### src/rtl/muldiv_pkg.sv
// Shared operation/state types and decode helpers for the iterative
// multiply/divide unit.
package muldiv_pkg;

    typedef enum logic [2:0] {
        MUL    = 3'd0,
        MULH   = 3'd1,
        MULHSU = 3'd2,
        MULHU  = 3'd3,
        DIV    = 3'd4,
        DIVU   = 3'd5,
        REM    = 3'd6,
        REMU   = 3'd7
    } muldiv_op_e;

    typedef enum logic [1:0] {
        IDLE,
        CALC,
        FIXUP,
        DONE
    } muldiv_state_e;

    function automatic logic is_div(input muldiv_op_e op);
        return op inside {DIV, DIVU, REM, REMU};
    endfunction

    function automatic logic is_rem(input muldiv_op_e op);
        return op inside {REM, REMU};
    endfunction

    function automatic logic is_signed_a(input muldiv_op_e op);
        return op inside {MULH, MULHSU, DIV, REM};
    endfunction

    function automatic logic is_signed_b(input muldiv_op_e op);
        return op inside {MULH, DIV, REM};
    endfunction

endpackage

### src/rtl/muldiv_step.sv
// One combinational iteration of the unit: radix-2 shift-add multiply or
// restoring divide on a double-width {hi, lo} accumulator.
module muldiv_step #(
    parameter int XLEN = 64
) (
    input  logic              div_mode,
    input  logic [2*XLEN-1:0] acc,
    input  logic [XLEN-1:0]   operand,
    output logic [2*XLEN-1:0] acc_next
);

    logic [XLEN:0]   sum;
    logic [XLEN:0]   cand;
    logic [XLEN-1:0] diff;

    // Multiply: lo holds the remaining multiplier bits, LSB consumed first.
    // Divide: cand never exceeds 2*divisor-1, so one XLEN+1-bit trial suffices.
    always_comb begin
        sum      = {1'b0, acc[2*XLEN-1:XLEN]} + (acc[0] ? {1'b0, operand} : '0);
        cand     = {acc[2*XLEN-1:XLEN], acc[XLEN-1]};
        diff     = cand[XLEN-1:0] - operand;
        acc_next = {sum, acc[XLEN-1:1]};
        if (div_mode) begin
            if (cand >= {1'b0, operand}) begin
                acc_next = {diff, acc[XLEN-2:0], 1'b1};
            end else begin
                acc_next = {cand[XLEN-1:0], acc[XLEN-2:0], 1'b0};
            end
        end
    end

endmodule

### src/rtl/muldiv_unit.sv
// Iterative RV64 M-extension multiply/divide unit, one result bit per cycle.
// Define MULDIV_WORD_EN to honour word_i (32-bit *W ops, XLEN=64 only).
module muldiv_unit
    import muldiv_pkg::*;
#(
    parameter int XLEN = 64
) (
    input  logic            clk_i,
    input  logic            rst_i,
    input  logic            valid_i,
    output logic            ready_o,
    input  muldiv_op_e      op_i,
    input  logic            word_i,
    input  logic [XLEN-1:0] a_i,
    input  logic [XLEN-1:0] b_i,
    input  logic            flush_i,
    output logic            valid_o,
    input  logic            ready_i,
    output logic [XLEN-1:0] result_o
);

    localparam int CNT_W = $clog2(XLEN) + 1;
    localparam logic [CNT_W-1:0] LAST_FULL = CNT_W'(XLEN - 1);

    muldiv_state_e     state_q, state_d;
    logic [CNT_W-1:0]  cnt_q;
    logic [CNT_W-1:0]  last_cnt;
    muldiv_op_e        op_q;
    logic              word_q;
    logic              neg_q;
    logic              rem_neg_q;
    logic [XLEN-1:0]   opb_q;
    logic [2*XLEN-1:0] acc_q;
    logic [2*XLEN-1:0] step_next;
    logic [XLEN-1:0]   result_q;
    logic              accept;
    logic              word_sel;

    logic [XLEN-1:0]   eff_a, eff_b, mag_a, mag_b, min_val, init_lo;
    logic              sign_a, sign_b, div_zero, div_ovf, fast;
    logic [XLEN-1:0]   fast_raw, fast_res;
    logic [2*XLEN-1:0] prod;
    logic [XLEN-1:0]   quot, rem, res_raw, fix_res;

`ifdef MULDIV_WORD_EN
    assign word_sel = word_i;
    assign last_cnt = word_q ? CNT_W'(31) : LAST_FULL;
`else
    logic unused_word;
    assign unused_word = word_i;
    assign word_sel    = 1'b0;
    assign last_cnt    = LAST_FULL;
`endif

    assign result_o = result_q;

    // Request decode: word ops are widened to XLEN up front so the
    // datapath only ever sees full-width operands.
    always_comb begin
        eff_a   = a_i;
        eff_b   = b_i;
        min_val = {1'b1, {(XLEN-1){1'b0}}};
`ifdef MULDIV_WORD_EN
        if (word_sel) begin
            eff_a   = is_signed_a(op_i) ? {{(XLEN-32){a_i[31]}}, a_i[31:0]}
                                        : {{(XLEN-32){1'b0}}, a_i[31:0]};
            eff_b   = is_signed_b(op_i) ? {{(XLEN-32){b_i[31]}}, b_i[31:0]}
                                        : {{(XLEN-32){1'b0}}, b_i[31:0]};
            min_val = {{(XLEN-31){1'b1}}, {31{1'b0}}};
        end
`endif
        sign_a   = is_signed_a(op_i) & eff_a[XLEN-1];
        sign_b   = is_signed_b(op_i) & eff_b[XLEN-1];
        mag_a    = sign_a ? -eff_a : eff_a;
        mag_b    = sign_b ? -eff_b : eff_b;
        div_zero = is_div(op_i) && (eff_b == '0);
        div_ovf  = (op_i == DIV || op_i == REM) && (eff_a == min_val) && (eff_b == '1);
        fast     = div_zero || div_ovf;
        if (div_zero) begin
            fast_raw = is_rem(op_i) ? eff_a : '1;
        end else begin
            fast_raw = is_rem(op_i) ? '0 : min_val;
        end
        fast_res = fast_raw;
        init_lo  = mag_a;
`ifdef MULDIV_WORD_EN
        if (word_sel) begin
            fast_res = {{(XLEN-32){fast_raw[31]}}, fast_raw[31:0]};
            if (is_div(op_i)) begin
                init_lo = mag_a << (XLEN - 32);
            end
        end
`endif
    end

    muldiv_step #(.XLEN(XLEN)) u_step (
        .div_mode (is_div(op_q)),
        .acc      (acc_q),
        .operand  (opb_q),
        .acc_next (step_next)
    );

    // Result fix-up: restore signs on magnitudes, then pick the half or
    // quotient/remainder the op asks for.
    always_comb begin
        prod = acc_q;
`ifdef MULDIV_WORD_EN
        if (word_q) begin
            prod = acc_q >> (XLEN - 32);
        end
`endif
        if (neg_q) begin
            prod = -prod;
        end
        quot = neg_q ? -acc_q[XLEN-1:0] : acc_q[XLEN-1:0];
        rem  = rem_neg_q ? -acc_q[2*XLEN-1:XLEN] : acc_q[2*XLEN-1:XLEN];
        case (op_q)
            MUL:                res_raw = prod[XLEN-1:0];
            MULH, MULHSU, MULHU: res_raw = prod[2*XLEN-1:XLEN];
            DIV, DIVU:          res_raw = quot;
            default:            res_raw = rem;
        endcase
        fix_res = res_raw;
`ifdef MULDIV_WORD_EN
        if (word_q) begin
            fix_res = {{(XLEN-32){res_raw[31]}}, res_raw[31:0]};
        end
`endif
    end

    // Next-state and handshake outputs; flush overrides everything but reset.
    always_comb begin
        state_d = state_q;
        ready_o = (state_q == IDLE) && !rst_i;
        valid_o = (state_q == DONE);
        accept  = valid_i && ready_o && !flush_i;
        case (state_q)
            IDLE:    if (accept) state_d = fast ? DONE : CALC;
            CALC:    if (cnt_q == last_cnt) state_d = FIXUP;
            FIXUP:   state_d = DONE;
            DONE:    if (ready_i) state_d = IDLE;
            default: state_d = IDLE;
        endcase
        if (flush_i && state_q != IDLE) begin
            state_d = IDLE;
        end
    end

    always_ff @(posedge clk_i) begin
        if (rst_i) begin
            state_q <= IDLE;
        end else begin
            state_q <= state_d;
        end
    end

    always_ff @(posedge clk_i) begin
        if (rst_i) begin
            cnt_q     <= '0;
            op_q      <= MUL;
            word_q    <= 1'b0;
            neg_q     <= 1'b0;
            rem_neg_q <= 1'b0;
            opb_q     <= '0;
            acc_q     <= '0;
            result_q  <= '0;
        end else begin
            case (state_q)
                IDLE: begin
                    if (accept) begin
                        cnt_q     <= '0;
                        op_q      <= op_i;
                        word_q    <= word_sel;
                        neg_q     <= sign_a ^ sign_b;
                        rem_neg_q <= sign_a;
                        opb_q     <= mag_b;
                        acc_q     <= {{XLEN{1'b0}}, init_lo};
                        if (fast) begin
                            result_q <= fast_res;
                        end
                    end
                end
                CALC: begin
                    acc_q <= step_next;
                    cnt_q <= cnt_q + 1'b1;
                end
                FIXUP: begin
                    result_q <= fix_res;
                end
                default: begin
                end
            endcase
        end
    end

endmodule

### config.mk
export PLATFORM = sky130hd
export DESIGN_NAME = muldiv_unit
export DESIGN_NICKNAME = d
export VERILOG_FILES = /design/src/rtl/muldiv_pkg.sv /design/src/rtl/muldiv_step.sv /design/src/rtl/muldiv_unit.sv
export SDC_FILE = /design/constraint.sdc
export NUM_CORES = 2
export LEC_CHECK = 0
export CORE_ASPECT_RATIO = 1.2
export CORE_MARGIN = 4
export CORE_UTILIZATION = 61
export CTS_CLUSTER_SIZE = 8
export DETAILED_ROUTE_END_ITERATION = 8
export PLACE_DENSITY = 0.82
export SLEW_MARGIN = 30
export SYNTH_ARGS = -nofsm -noshare
export SYNTH_HDL_FRONTEND = slang
export SYNTH_SLANG_ARGS = --single-unit
### constraint.sdc
create_clock -name clk_i -period 4.63 [get_ports clk_i]
set_input_delay 1.389 -clock clk_i [delete_from_list [all_inputs] [get_ports clk_i]]
set_output_delay 1.389 -clock clk_i [all_outputs]
set_load 0.05 [all_outputs]
==> run_results.csv <==
group,metric,value,unit
outcome,status,"complete, no violations",
detailed_routing,dr.pass1.iters,6,
job,drv_cap,0,
synth,synthTopCellsByArea,"dfxtp_1 (19%), o21ai_0 (6.8%), xnor2_1 (6.2%), ha_1 (6.0%), a21oi_1 (6.0%)",
power_and_ir_drop,leakagePower,0.0133,uW
worst_setup_path,r2r-start,"acc_q[53]$_SDFFE_PP0P_",
cts,clk_pin_slew,0.05,ns
detailed_routing,final_antenna_net_count,0,
global_routing,grt_pass1_wl,182,mm
synth,synth_edf_count,0,
detailed_routing,drt_iter0_markers,4158,
synth,netlist_instances,4133,
global_routing,grt_max_degree,200,
power_and_ir_drop,p_per_area,348,nW/um^2
detailed_routing,wl,121,mm
synth,syn_avg_cell_area,6.93,um^2
timing,tightestPinTransition,0.969,ns
worst_setup_path,rr_worst_depth,9,
synth,yosysSeqAreaShare,18.9,%
layout,layout.nets,4659,
cts,cts.sinks,270,
synth,ys_warn_count,0,
place,gp_congestion,1.08,
cts,cts_made_buffers,41,
detailed_routing,via_count,34100,
worst_setup_path,cp.required,5.06,ns
synth,synth_fp_nets,4410,
cts,h-tree-depth,2,
synth,synth_top_cell_by_area,"dfxtp_1",
layout,drive_gt1_share,10.2,%
timing,hold_slack,0.469,ns
synth,syn_area,28600,um^2
worst_setup_path,critical_path_arrival,5.03,ns
cts,clk_path_buf_depth,3,
place,place_area,32800,um^2
floorplan,pin_count,203,
floorplan,die_y,245,um
worst_setup_path,crit_type,"in2reg",
worst_setup_path,path_max_fanout,16,
timing,skew,0.0218,ns
synth,synth-seq-cells,270,
floorplan,die_x,206,um
timing,clock.fmax,0.217,GHz
global_routing,antenna_found_initial,6,
worst_setup_path,crit_end,"result_o[20]$_SDFFE_PP0P_",
global_routing,grt_pass1_vias,32000,
synth,yosys.cell_types.count,89,
place,place_ws,-0.499,ns
worst_setup_path,startpoint_type,"input pin",
power_and_ir_drop,total_power,11900,uW
global_routing,grt-ovfl-total,0,
floorplan,core.rowCount,86,
worst_setup_path,r2r-end,"result_o[61]$_SDFFE_PP0P_",
timing,slew_headroom,35.4,%
detailed_routing,drcViolationCount,0,
global_routing,track_usage,45.8,%
worst_setup_path,r2r_slack,0.23,ns
cts,cts_root_buf,"clkbuf_16",
place,dp.final_hpwl,90.9,mm
timing,finalCriticalPeriod,4.60,ns
worst_setup_path,critPathMaxStageDelay,0.53,ns
timing,rsz0062_at_grt,"yes",
synth,yosys.area.top_type_share,18.9,%
worst_hold_path,hold_class,"reg2reg",
power_and_ir_drop,worst_ir_drop_vdd,0.000303,V
cts,cts_tree,"yes",
timing,setup_slack,0.0315,ns
worst_setup_path,crit_chain,"clkdlybuf4s50_1 > or3_4 > or3b_4 > nand4b_1 > nand2b_4 > or4_1 > buf_4 > a21boi_4 > o22ai_4 > buf_12 > nand3_2 > o21ai_0 > nor2_1",
synth,synth_ff_type,"dfxtp_1",
place,numPortBuffers,201,
timing,hold_violations,0,
timing,period_share,99.3,%
layout,stdcell_area,34100,um^2
floorplan,start_util,62.0,%
floorplan,die-area,50500,um^2
layout,syn_to_final_growth,19.0,%
cts,insertion_delay,0.59,ns
cts,ctsHoldBuffers,0,
detailed_routing,wire_per_inst,24.1,um
worst_setup_path,crit_path_end_kind,"flop",
synth,async_flop_share,0,%
timing,finalMaxSlewViolations,0,
floorplan,core,46200,um^2
detailed_routing,via_per_inst,6.80,
worst_setup_path,critPathLaunch,"b_i[2]",
worst_setup_path,cp_slowest_cell,"or4_1",
timing,setup_viol,0,
[sequential cells by signal, indices dropped and copies added, names as in the netlist]
name,cells
cnt_q,7
rem_neg_q,1
state_q,2
result_o,64
neg_q,1
op_q,3
opb_q,64
acc_q,128
[what timing repair did]
item | 4_1_cts | 5_1_grt
gates resized for setup | 0 | 11
setup buffers | 0 | 0
endpoints found under the setup margin | 0 | 41
[critical path, delay by kind of cell]
kind,cells,cell delay [ns]
AND/OR/NAND/NOR,7,2.25
AO/OA/AOI/OAI,3,0.52
buffers and inverters,3,0.85
[area by class of cell]
type | instances | area, um^2
Tap cell | 616 | 771
Inverter | 128 | 480
Clock buffer | 51 | 1160
Timing Repair Buffer | 522 | 4590
Sequential cell | 270 | 5410
Multi-Input combinational cell | 3419 | 21600
Fill cell | 3730 | 12100
Antenna cell | 3 | 7.51
Clock inverter | 3 | 18.8
[report_power, final]
| group | leakage [uW] | switching [uW] | internal, uW |
|---|---|---|---|
| logic | 0.0105 | 4030 | 2070 |
| clock network | 0.000582 | 1140 | 1720 |
| registers | 0.00219 | 316 | 2580 |
| total | 0.0133 | 5480 | 6370 |
[metal layers]
| metal | part of all wire [%] | track usage (%) |
|---|---|---|
| met1 | 36 | 54.1 |
| met2 | 43 | 71.5 |
| met3 | 11 | 10.6 |
| met4 | 9.7 | 35.5 |
| met5 | 0.036 | 0 |
[how the worst min path moves through the flow]
stage,startpoint,to,cells past startpoint
after floorplan,cnt_q[6]$_SDFFE_PP0P_,cnt_q[6]$_SDFFE_PP0P_,2
after global placement,result_o[17]$_SDFFE_PP0P_,result_o[17]$_SDFFE_PP0P_,2
after detailed placement,result_o[53]$_SDFFE_PP0P_,result_o[53]$_SDFFE_PP0P_,2
after CTS,result_o[53]$_SDFFE_PP0P_,result_o[53]$_SDFFE_PP0P_,2
after global routing,result_o[53]$_SDFFE_PP0P_,result_o[53]$_SDFFE_PP0P_,2
final,result_o[53]$_SDFFE_PP0P_,result_o[53]$_SDFFE_PP0P_,2
[cells by family (layout without fill, tap and decap cells)]
logic type | after synthesis | in the layout | synth area share (%)
simple gates | 1455 | 1455 | 24.2
compound gates | 1356 | 1356 | 30.0
buf+inv | 444 | 704 | 6.01
xor+xnor | 383 | 383 | 11.7
flops | 270 | 270 | 18.9
fa+ha+maj | 140 | 140 | 6.17
mux | 85 | 85 | 2.99
other cells | 0 | 3 | 0
[stage by stage]
step | cells | TNS [ns] | utilization, %
finish | 5012 | 0 | 73.8
CTS | 5008 | 0 | 73.6
global route | 5009 | -0.0903 | 73.8
detailed placement | 4954 | -29.62 | 71.0
global placement | 4954 | -24.77 | 71.0
floorplan | 4133 | 0 | -
[cells in the final DEF (no fill, tap or decap), types with 103 or more instances in the layout]
cell type        count
nand2_1            437
xor2_1             180
a21oi_1            342
clkdlybuf4s50_1    200
nor2_1             420
xnor2_1            203
or3_1              103
inv_1              125
o21ai_0            389
ha_1               136
dfxtp_1            268
buf_4              306
[Yosys cell counts (38+ instances only)]
library cell,count
ha_1,138
a21oi_1,344
nand3_1,77
nand2_1,438
xnor2_1,203
o31ai_1,76
nand2b_1,40
a21o_1,56
clkbuf_1,277
mux2i_1,81
nor2_1,422
or4_1,40
o41ai_1,38
nor3_1,98
inv_1,125
or3_1,104
a31oi_1,42
nand4_1,70
o21ai_0,390
a211oi_1,40
xor2_1,180
dfxtp_1,270
o211ai_1,83
nor4_1,54
(Power assumes the default switching activity.)
